<file path="config.mk">
export PLATFORM = sky130hd
export DESIGN_NAME = matrix_loader
export DESIGN_NICKNAME = d
export VERILOG_FILES = /design/src/rtl/matmul_pkg.sv /design/src/rtl/mat_index_counter.sv /design/src/rtl/matrix_loader.sv
export SDC_FILE = /design/constraint.sdc
export NUM_CORES = 1
export LEC_CHECK = 0
export CORE_ASPECT_RATIO = 1.2
export CORE_MARGIN = 2
export CORE_UTILIZATION = 49
export CTS_BUF_LIST = sky130_fd_sc_hd__clkbuf_8
export CTS_CLUSTER_DIAMETER = 150
export CTS_CLUSTER_SIZE = 16
export DETAILED_ROUTE_END_ITERATION = 8
export PLACE_DENSITY = 0.74
export SLEW_MARGIN = 40
export SYNTH_ARGS = -nofsm -noshare
export SYNTH_HDL_FRONTEND = slang
export SYNTH_SLANG_ARGS = --single-unit
</file>
<file path="constraint.sdc">
create_clock -name clk -period 3.2 [get_ports clk]
set_input_delay 0.48 -clock clk [delete_from_list [all_inputs] [get_ports clk]]
set_output_delay 0.48 -clock clk [all_outputs]
set_load 0.005 [all_outputs]
</file>
<file path="src/rtl/matmul_pkg.sv">
// Shared FSM state type and size-check helpers for the matrix loader.
package matmul_pkg;

    typedef enum logic [2:0] {
        IDLE,
        SIZE,
        LOAD_A,
        LOAD_B,
        DONE
    } state_e;

    localparam int         IDX_W    = 4;
    localparam logic [7:0] SIZE_MIN = 8'd1;

    function automatic logic size_ok(input logic [7:0] size_byte, input logic [7:0] max_n);
        return (size_byte >= SIZE_MIN) && (size_byte <= max_n);
    endfunction

endpackage

</file>
<file path="src/rtl/mat_index_counter.sv">
// Row/column element counter for an N x N matrix, row-major order.
// Wraps the column at N-1, flags the last element and clears itself after it.
module mat_index_counter
    import matmul_pkg::*;
(
    input  logic             clk,
    input  logic             rst_n,
    input  logic             clr,
    input  logic             inc,
    input  logic [IDX_W-1:0] n,
    output logic [IDX_W-1:0] row,
    output logic [IDX_W-1:0] col,
    output logic             last
);

    logic [IDX_W-1:0] row_q, row_d;
    logic [IDX_W-1:0] col_q, col_d;
    logic             col_wrap;

    always_comb begin
        // NOTE: every comb output gets a default first so no path leaves it unassigned (no latch).
        row_d    = row_q;
        col_d    = col_q;
        col_wrap = (col_q == n - IDX_W'(1));
        last     = col_wrap && (row_q == n - IDX_W'(1));
        if (clr) begin
            row_d = '0;
            col_d = '0;
        end else if (inc) begin
            if (col_wrap) begin
                col_d = '0;
                row_d = last ? '0 : row_q + IDX_W'(1);
            end else begin
                col_d = col_q + IDX_W'(1);
            end
        end
    end

    // NOTE: sequential state uses non-blocking assignments so all flops update together.
    always_ff @(posedge clk or negedge rst_n) begin
        if (!rst_n) begin
            row_q <= '0;
            col_q <= '0;
        end else begin
            row_q <= row_d;
            col_q <= col_d;
        end
    end

    assign row = row_q;
    assign col = col_q;

endmodule

</file>
<file path="src/rtl/matrix_loader.sv">
// Loads two N x N byte matrices (A then B) from a UART byte stream into memory.
// Define MATRIX_LOADER_TRANSPOSE_B_EN to store B column-major.
module matrix_loader
    import matmul_pkg::*;
#(
    parameter int MAX_N  = 8,
    parameter int ADDR_W = 6
) (
    input  logic              clk,
    input  logic              rst_n,
    input  logic              start,
    input  logic              abort,
    input  logic              rx_valid,
    input  logic [7:0]        rx_data,
    output logic              rx_enable,
    output logic              mem_we,
    output logic              mem_sel,
    output logic [ADDR_W-1:0] mem_addr,
    output logic [7:0]        mem_wdata,
    output logic [3:0]        matrix_size,
    output logic              busy,
    output logic              load_done,
    output logic              size_err
);

    state_e            state_q, state_d;
    logic [3:0]        matrix_size_q, matrix_size_d;
    logic              mem_we_q, mem_we_d;
    logic              mem_sel_q, mem_sel_d;
    logic [ADDR_W-1:0] mem_addr_q, mem_addr_d;
    logic [7:0]        mem_wdata_q, mem_wdata_d;
    logic              size_err_q, size_err_d;

    logic              loading, elem_accept, size_accept, size_reject, cnt_clr, last_elem;
    logic [IDX_W-1:0]  row, col;
    logic [ADDR_W-1:0] addr_a, addr_b;

    assign loading     = (state_q == LOAD_A) || (state_q == LOAD_B);
    assign elem_accept = loading && rx_valid && !abort;
    assign size_accept = (state_q == SIZE) && rx_valid && !abort && size_ok(rx_data, 8'(MAX_N));
    assign size_reject = (state_q == SIZE) && rx_valid && !abort && !size_ok(rx_data, 8'(MAX_N));
    assign cnt_clr     = abort || !loading;

    mat_index_counter u_idx (
        .clk   (clk),
        .rst_n (rst_n),
        .clr   (cnt_clr),
        .inc   (elem_accept),
        .n     (matrix_size_q),
        .row   (row),
        .col   (col),
        .last  (last_elem)
    );

    // Index products stay below MAX_N*MAX_N, so ADDR_W holds them without overflow.
    assign addr_a = ADDR_W'(row) * ADDR_W'(matrix_size_q) + ADDR_W'(col);
`ifdef MATRIX_LOADER_TRANSPOSE_B_EN
    assign addr_b = ADDR_W'(col) * ADDR_W'(matrix_size_q) + ADDR_W'(row);
`else
    assign addr_b = addr_a;
`endif

    always_ff @(posedge clk or negedge rst_n) begin
        if (!rst_n) state_q <= IDLE;
        else        state_q <= state_d;
    end

    always_comb begin
        state_d = state_q;
        if (abort && state_q != DONE) begin
            state_d = IDLE;
        end else begin
            case (state_q)
                IDLE:    if (start)                    state_d = SIZE;
                SIZE:    if (size_accept)              state_d = LOAD_A;
                         else if (size_reject)         state_d = IDLE;
                LOAD_A:  if (elem_accept && last_elem) state_d = LOAD_B;
                LOAD_B:  if (elem_accept && last_elem) state_d = DONE;
                DONE:                                  state_d = IDLE;
                default:                               state_d = IDLE;
            endcase
        end
    end

    always_comb begin
        rx_enable = (state_q == SIZE) || loading;
        busy      = (state_q != IDLE);
        load_done = (state_q == DONE);
    end

    // Write port is registered: the write for a byte appears the cycle after its strobe.
    always_comb begin
        mem_we_d      = elem_accept;
        mem_sel_d     = mem_sel_q;
        mem_addr_d    = mem_addr_q;
        mem_wdata_d   = mem_wdata_q;
        size_err_d    = size_reject;
        matrix_size_d = matrix_size_q;
        if (elem_accept) begin
            mem_sel_d   = (state_q == LOAD_B);
            mem_addr_d  = (state_q == LOAD_B) ? addr_b : addr_a;
            mem_wdata_d = rx_data;
        end
        if (size_accept) matrix_size_d = rx_data[3:0];
    end

    always_ff @(posedge clk or negedge rst_n) begin
        if (!rst_n) begin
            matrix_size_q <= '0;
            mem_we_q      <= 1'b0;
            mem_sel_q     <= 1'b0;
            mem_addr_q    <= '0;
            mem_wdata_q   <= '0;
            size_err_q    <= 1'b0;
        end else begin
            matrix_size_q <= matrix_size_d;
            mem_we_q      <= mem_we_d;
            mem_sel_q     <= mem_sel_d;
            mem_addr_q    <= mem_addr_d;
            mem_wdata_q   <= mem_wdata_d;
            size_err_q    <= size_err_d;
        end
    end

    assign matrix_size = matrix_size_q;
    assign mem_we      = mem_we_q;
    assign mem_sel     = mem_sel_q;
    assign mem_addr    = mem_addr_q;
    assign mem_wdata   = mem_wdata_q;
    assign size_err    = size_err_q;

endmodule

</file>
Word level (Yosys, flattened, before mapping)

Index checks and enable logic that the tools add are counted.
Widths: inputs -> output; s select.

Flip-flop bits (word level): 32
Bits of input ports: 13
Logic and storage cells: 63

Add/sub/neg operators: 4
Multipliers: 1
$lt $le $gt $ge: 2
Equality and inequality tests: 11
Multiplexer cells: 14
Reduce and logical (&&, ||, !) cells: 22

Operators by type and width:

| cell                | count |
|---|---|
| $mux 4              | 7 |
| $mux 3              | 6 |
| $pmux 3 s4          | 1 |
| $logic_and 1x1->1   | 10 |
| $add 4x1->4 const B | 2 |
| $eq 4x4->1          | 2 |
| $ge 8x1->1 const B  | 1 |
| $le 8x4->1 const B  | 1 |
| $add 6x4->6         | 1 |
| $eq 3x2->1 const B  | 2 |
| $mul 4x4->6         | 1 |
| $ne 3x1->1 const B  | 2 |
| $ne 3x3->1 const B  | 2 |
| $ne 4x3->1 const B  | 1 |
| $reduce_and 4->1    | 1 |
| $reduce_bool 2->1   | 2 |
| $sub 4x1->4 const B | 1 |
| $eq 3x1->1 const B  | 1 |
| $eq 3x3->1 const B  | 1 |
| $logic_not 1->1     | 3 |
| $logic_not 3->1     | 1 |
| $logic_or 1x1->1    | 3 |
| $reduce_bool 3->1   | 1 |
| $reduce_and 2->1    | 1 |

Logic depth before layout (Yosys ltp)

Gate-level depths: netlist of run 1.

Word-level depth: 8
Mapped depth: 11

By module

A second synthesis of run 1 with hierarchy kept.

Cell total of the unflattened synthesis: 188
Area total of the unflattened synthesis: 2,123.3 µm²

By module, submodules not included:

| module            | instances | cells each | area an instance (µm²) |
|---|---|---|---|
| matrix_loader     | 1         | 123        | 1,493.9 |
| mat_index_counter | 1         | 65         | 629.4 |

Least setup slack after synthesis of run 1

No wires, ideal clock.

Path kind: reg-to-reg
Start point: register matrix_size_q[2], in the netlist matrix_size[2]
End point: register mem_addr_q[5], in the netlist mem_addr[5]
Library setup time: 0.136 ns
Data arrival time: 2.971 ns
Required time: 3.064 ns
Path slack: 0.094 ns
Stages on the path, launching flop included: 11
Buffers on the path: 0
Cells stage by stage: dfrtp_1 > nand2_1 > fa_1 > fa_1 > fa_1 > inv_1 > ha_1 > a21o_1 > a21oi_1 > xnor2_1 > o21ai_0

Word-level cells in the longest chain between the ends: 2

Ends and longest elaborated chain:

| item                     | RTL line             | RTL |
|---|---|---|
| start: declaration       | matrix_loader.sv:27  | `logic [3:0] matrix_size_q, matrix_size_d;` |
| start signal: assignment | matrix_loader.sv:116 | `matrix_size_q <= matrix_size_d;` |
| $mul 4x4->6              | matrix_loader.sv:56  | `assign addr_a = ADDR_W'(row) * ADDR_W'(matrix_size_q) + ADDR_W'(col);` |
| $add 6x4->6              | matrix_loader.sv:56  |  |
| end signal: assignment   | matrix_loader.sv:119 | `mem_addr_q <= mem_addr_d;` |
| end: declaration         | matrix_loader.sv:30  | `logic [ADDR_W-1:0] mem_addr_q, mem_addr_d;` |

No other way between the ends.
A chain may end at the register's enable or synchronous reset.

Final worst setup path of run 1

Start point: register matrix_size_q[3], in the netlist matrix_size[3]
End point: register mem_addr_q[5], in the netlist mem_addr[5]

Same word-level chain as after synthesis.

==> impl_metrics.toml, run 1 <==
[run_status]
outcome = "finished clean"

[critical_path]
path_delay_family = "adder cells"
worst_r2r_endpoint = "mem_addr[5]$_DFFE_PN0P_"
cp-end-kind = "flip-flop"
r2r_start = "matrix_size[3]$_DFFE_PN0N_"
critical_path.cell_chain = "nand2_1 -> fa_1 -> fa_1 -> fa_1 -> inv_1 -> ha_1 -> a21o_1 -> a21oi_1 -> xnor2_1 -> o21ai_0"
crit_required_ns = 3.36
r2r_cells = 10
worstPathMaxFanout = 3
crit_buf_inv = 1
startpoint_type = "flip-flop"
crit_top_cell = "fa_1"
r2r_slack_ns = 0.16
critPathSlowestCell = "fa_1"
critPathArrivalTime_ns = 3.20
slowest_delay_ns = 0.53
path_class = "reg -> reg"

[placed_design]
gp_congestion = 0.772
dp_hpwl_um = 3120
portBuffers = 36

[routing]
vias = 1478
viasPerCell = 5.11
met2_length_um = 2040
wl_met3_um = 148
post_drt_wl_per_cell_um = 14.3
firstDrtPassIters = 4
wl_met1_um = 1900
top_layer = "met4"
wl_um = 4120
drt_iter0_markers = 29
drtAntennaViolNets = 0
drc = 0

[cts]
root_buffer = "clkbuf_8"
cts_tree = "yes"
clk_latency_ns = 0.28
path_clk_slew_ns = 0.07
post_cts_buffers = 0
cts_buffer_depth = 2
cts_buffers = 5
cts.sinks = 32
cts_resized = 0
cts_hold_buffers = 0
htreeDepth = 2

[yosys]
synth_cell_types = 44
syn_area_per_cell_um2 = 10.8
synth_top_family_by_area = "simple AND/OR/NAND/NOR gates"
synthTopCellsByArea = "dfrtp_1, ha_1, mux2_2, fa_1, xnor2_1"
synth-xor-area-share_pct = 8.53
dominantRegCellSynth = "dfrtp_1"
synth-async-reset-ratio_pct = 100
synth_commonest_cells = "dfrtp_1, inv_1, mux2_2"
synthCells = 189
yosys.area.top_type = "dfrtp_1"
yosys.area_share.simple_pct = 15.2
synth_compound_area_share_pct = 8.41
synth.yosys.warnings = 0
ys_ff_latch = 32
synth_fa_ha_area_share_pct = 15.1
synthMuxAreaShare_pct = 8.84
synth_seq_area_share_pct = 39.3
synth_top_area_share_pct = 39.3
synthesis.nets = 223
synth_edf_count = 0
synth_most_common_cell = "dfrtp_1"
netlist_area_um2 = 2040

[power_and_ir_drop]
p_leak_nw = 1.25
p_per_area_nw_per_um2 = 392
peakVddDrop_uv = 255

[timing]
fmax_mhz = 328
tightest_slew_ns = 0.463
finalSetupTns_ns = 0
period_minus_slack_ns = 3.04
setup_violations = 0
skew_ns = 0.00743
rsz0062_at_grt = "no"
fin_crit_sh_pct = 95.2
max_slew_margin_pct = 68.8
hold_violations = 0
slew_viol_final = 0

[finish]
layout.nets = 268
drive_above_1_share_pct = 17.9
areaGrowthSynthToFinish_pct = 26.8
final_core_util_pct = 65.1
fillCellCount = 339
antenna_cells = 0

[global_route]
antenna_found_initial = 0
grt_use_total_pct = 19.2
overflow = 0
grt_pass1_wl_um = 6910
grt_pass1_vias = 1449
grt_max_degree = 33

[floorplanning]
fp.dieW_um = 62.9
num_rows = 25
die_area_um2 = 4690
start_util_pct = 51.3
die_h_um = 74.7
core_area_um2 = 3970
io-pin-count = 37

[hold_path]
hold_depth = 2
hold_end = "mem_addr[5]$_DFFE_PN0P_"
min_from = "mem_addr[5]$_DFFE_PN0P_"
worst_hold_path_type = "reg -> reg"

[run]
drv_cap = 0
## registers in the layout (all words and copies together), names as in the netlist
name	flops
size_err	1
state_q	3
mem_addr	6
mem_sel	1
mem_we	1
matrix_size	4
mem_wdata	8
u_idx.row	4
u_idx.col	4
## per-layer routing
metal / track usage [%] / up-vias
li1: - / 737
met1: 25.6 / 705
met2: 32.4 / 31
met3: 4.04 / 5
met4: 5.19 / 0
met5: 0 / -
## layout make-up
type	instances	area [µm²]	share of cell area [%]
Multi-Input combinational cell	135	1140	44.2
Sequential cell	32	801	31.0
Timing Repair Buffer	44	420	16.3
Clock buffer	6	82.6	3.19
Inverter	16	60.1	2.32
Clock inverter	2	10.0	0.387
Tap cell	54	67.6	2.61
## cells by family after synthesis
group | Yosys count
AND/OR/NAND/NOR | 57
AO/OA/AOI/OAI | 22
multiplexers | 16
flip-flops | 32
XOR/XNOR | 19
adder cells (fa/ha/maj) | 21
buffers and inverters | 22
## metrics by stage
stage	power [mW]	instances	worst slack, ns	hold slack, ns	area (µm²)
after global routing	1.07	289	0.000336	0.522	2580
after detailed placement	0.701	281	0.148	0.480	2490
final	1.01	289	0.155	0.488	2580
after floorplan	0.579	189	0.0936	0.184	2040
after global placement	0.697	281	0.231	0.462	2490
after CTS	1.03	289	0.134	0.495	2580
## where the power goes
group | internal, mW | switching, mW
Sequential | 0.432 | 0.0290
Combinational | 0.140 | 0.0906
Clock | 0.171 | 0.150
Total | 0.744 | 0.269
## worst max-delay path by stage
stage                                from                      end  slack [ns]  cells past startpoint
5_1_grt        matrix_size[3]$_DFFE_PN0N_  mem_addr[5]$_DFFE_PN0P_      0.0003                     10
2_1_floorplan  matrix_size[2]$_DFFE_PN0N_  mem_addr[5]$_DFFE_PN0P_        0.09                     10
4_1_cts        matrix_size[3]$_DFFE_PN0N_  mem_addr[5]$_DFFE_PN0P_        0.13                     10
3_5_place_dp   matrix_size[3]$_DFFE_PN0N_  mem_addr[5]$_DFFE_PN0P_        0.15                     10
3_3_place_gp     u_idx.row[2]$_DFFE_PN0P_  mem_addr[5]$_DFFE_PN0P_        0.23                     10
6_report       matrix_size[3]$_DFFE_PN0N_  mem_addr[5]$_DFFE_PN0P_        0.16                     10
## tightest hold or removal path: stages, from the launching register on
cell and delay, ns:
dfrtp_1 0.34, nand2_1 0.04, o21ai_0 0.07
## cells in the final DEF (no fill, tap or decap), types with 2 or more instances in the layout
cell and instances:
clkbuf_8 6, clkdlybuf4s50_1 36, nor4b_1 2, dfrtp_1 32
mux2_2 16, nand2_1 15, inv_1 16, nor3_1 5
nand3_1 4, a21oi_1 2, clkinv_2 2, or3_1 3
a21o_1 2, xor2_1 6, buf_4 8, nor2_1 12
ha_1 15, o21ai_0 4, and2_1 6, fa_1 6
a21o_2 2, xnor2_1 12, and2_2 2
(Power assumes the default switching activity.)
==> run 2: changes to the inputs <==
--- a/config.mk
+++ b/config.mk
@@ -6,13 +6,13 @@
 export NUM_CORES = 1
 export LEC_CHECK = 0
 export CORE_ASPECT_RATIO = 1.2
-export CORE_MARGIN = 2
 export CORE_UTILIZATION = 49
 export CTS_BUF_LIST = sky130_fd_sc_hd__clkbuf_8
 export CTS_CLUSTER_DIAMETER = 150
 export CTS_CLUSTER_SIZE = 16
 export DETAILED_ROUTE_END_ITERATION = 8
 export PLACE_DENSITY = 0.74
+export RECOVER_POWER = 50
 export SLEW_MARGIN = 40
 export SYNTH_ARGS = -nofsm -noshare
 export SYNTH_HDL_FRONTEND = slang
==> run 2 against run 1 <==
  * The flow now finishes with violations (max-capacitance violations, max-slew violations)
  * Critical path depth stayed put
  * Setup slack got worse by 0.0067 ns
  * Sequential power about the same
  * Worst hold slack worse by 0.0070 ns
  * Final cell count increased by 0.69%
==> impl_metrics.toml, run 2 (synthesis gave the netlist of run 1 again) <==
[global_route]
grt_max_degree = 33
overflow = 0
met3_usage_pct = 4.61
grt_use_total_pct = 20.3
grt_pass1_wl_um = 6470
antenna_found_initial = 0
met1_usage_pct = 26.1
grt_pass1_vias = 1399
top_usage_layer = "met2"
met2_usage_pct = 33.5

[power_and_ir_drop]
power_frac_seq_pct = 45.7
power.switching_uw = 270
pwr-share-comb_pct = 22.2
swShare_pct = 26.8
clkPwrFrac_pct = 32.1
p_total_mw = 1.01
p_per_area_nw_per_um2 = 389
p_leak_nw = 1.29
peakVddDrop_uv = 302
p_int_uw = 739

[cts]
cts.sinks = 32
clk_latency_ns = 0.28
cts_buffers = 5
cts_resized = 0
cts_buffer_depth = 2
root_buffer = "clkbuf_8"
cts_tree = "yes"
cts_hold_buffers = 0
htreeDepth = 2
path_clk_slew_ns = 0.07

[timing]
period_minus_slack_ns = 3.05
fmax_mhz = 328
tightest_slew_ns = 1.77
slew_viol_final = 33
skew_ns = 0.00525
hold_violations = 0
fin_crit_sh_pct = 95.4
setup_violations = 0
max_slew_margin_pct = -17.9
finalSetupTns_ns = 0
rsz0062_at_grt = "no"

[critical_path]
startpoint_type = "flip-flop"
r2r_slack_ns = 0.15
critPathArrivalTime_ns = 3.22
crit_path_start = "u_idx.row[2]$_DFFE_PN0P_"
cp-end-kind = "flip-flop"
worst_r2r_endpoint = "mem_addr[5]$_DFFE_PN0P_"
critPathSlowestCell = "fa_1"
crit_buf_inv = 1
path_class = "reg -> reg"
path_delay_family = "adder cells"
crit_top_cell = "fa_1"
slowest_delay_ns = 0.53
r2r_cells = 10
worstSetupPathDepth = 10
r2r_start = "u_idx.row[2]$_DFFE_PN0P_"
cp-endpoint = "mem_addr[5]$_DFFE_PN0P_"
critical_path.cell_chain = "nand2_1 -> fa_1 -> fa_1 -> fa_1 -> inv_1 -> ha_1 -> a21o_1 -> a21oi_1 -> xnor2_1 -> o21ai_0"
worstPathMaxFanout = 4
crit_required_ns = 3.36

[finish]
final_common_cell = "dfrtp_1"
largest_reg_flops = 8
fillCellCount = 333
final_core_util_pct = 65.4
drive_above_1_share_pct = 18.1
final_cell_mix = "dfrtp_1, clkdlybuf4s50_1, inv_1, mux2_2"
areaGrowthSynthToFinish_pct = 27.4
layout.nets = 270
antenna_cells = 0

[floorplanning]
start_util_pct = 51.3
fp.dieW_um = 60.9
num_rows = 25
io-pin-count = 37
die_h_um = 72.7
die_area_um2 = 4420
core_area_um2 = 3970

[routing]
vias = 1539
drtAntennaViolNets = 0
viasPerCell = 5.29
post_drt_wl_per_cell_um = 14.0
drt_iter0_markers = 47
drc = 0
firstDrtPassIters = 4
wl_um = 4070

[placed_design]
portBuffers = 36
dp_hpwl_um = 2970
gp_congestion = 0.812

[run_status]
violations = "max-capacitance violations, max-slew violations"
outcome = "finished with violations"

[run]
drv_cap = 1

[hold_path]
worst_hold_path_type = "reg -> reg"
==> run 2: changes by cell type in the layout (fill, tap and decap cells not counted), sizes merged <==
cell / before / now
dlygate4sd3: 0 / 13
clkdlybuf4s50: 36 / 23
clkbuf: 6 / 7
buf: 8 / 9
==> run 2: routing by layer <==
| layer | part of all wire, % | vias up | routed length (µm) |
|---|---|---|---|
| met5 | 0 | - | 0 |
| met3 | 4.2 | 5 | 170 |
| met4 | 1.5 | 0 | 61 |
| met1 | 45 | 748 | 1840 |
| met2 | 49 | 42 | 2000 |
| li1 | - | 744 | - |
==> run 2: how the worst min path moves through the flow <==
stage | depth (start not counted) | from | slack [ns] | to
2_1_floorplan | 0 | rst_n | 0.18 | matrix_size[0]$_DFFE_PN0N_
3_3_place_gp | 2 | mem_addr[2]$_DFFE_PN0P_ | 0.46 | mem_addr[2]$_DFFE_PN0P_
3_5_place_dp | 2 | mem_addr[4]$_DFFE_PN0P_ | 0.47 | mem_addr[4]$_DFFE_PN0P_
4_1_cts | 2 | mem_addr[4]$_DFFE_PN0P_ | 0.49 | mem_addr[4]$_DFFE_PN0P_
5_1_grt | 1 | mem_wdata[2]$_DFFE_PN0P_ | 0.52 | mem_wdata[2]$_DFFE_PN0P_
6_report | 2 | mem_addr[4]$_DFFE_PN0P_ | 0.48 | mem_addr[4]$_DFFE_PN0P_
==> run 2: area by class of cell <==
type | count | area, µm² | area share, %
Tap cell | 54 | 67.6 | 2.60
Sequential cell | 32 | 801 | 30.8
Timing Repair Buffer | 46 | 432 | 16.6
Clock buffer | 6 | 82.6 | 3.18
Inverter | 16 | 60.1 | 2.31
Multi-Input combinational cell | 135 | 1140 | 44.0
Clock inverter | 2 | 10.0 | 0.386
==> run 2: worst min-delay path, delay by kind of cell, from the launching register on <==
family | cells | cell delay (ns)
DFF | 1 | 0.34
AOI/OAI and AO/OA | 1 | 0.06
and+or+nand+nor | 1 | 0.04
==> run 2: repair_timing <==
action                                 in CTS  in global routing
endpoints found under the hold margin       0                  0
setup endpoints to repair                   0                  1
buffers inserted                            0                  2
==> run 2: power groups by stage <==
stage / registers, mW / logic, mW / clock network, mW
2_1_floorplan: 0.463 / 0.115 / 0
6_report: 0.461 / 0.224 / 0.324
4_1_cts: 0.461 / 0.231 / 0.329
3_5_place_dp: 0.468 / 0.230 / 0
3_3_place_gp: 0.468 / 0.228 / 0
5_1_grt: 0.466 / 0.244 / 0.341
==> run 2: through the flow <==
stage	setup slack (ns)	hold WS (ns)	area, µm²	instances
3_3_place_gp	0.227	0.463	2490	281
3_5_place_dp	0.109	0.474	2490	281
6_report	0.148	0.481	2600	291
4_1_cts	0.108	0.489	2580	289
2_1_floorplan	0.0936	0.184	2040	189
5_1_grt	0.000550	0.519	2600	291
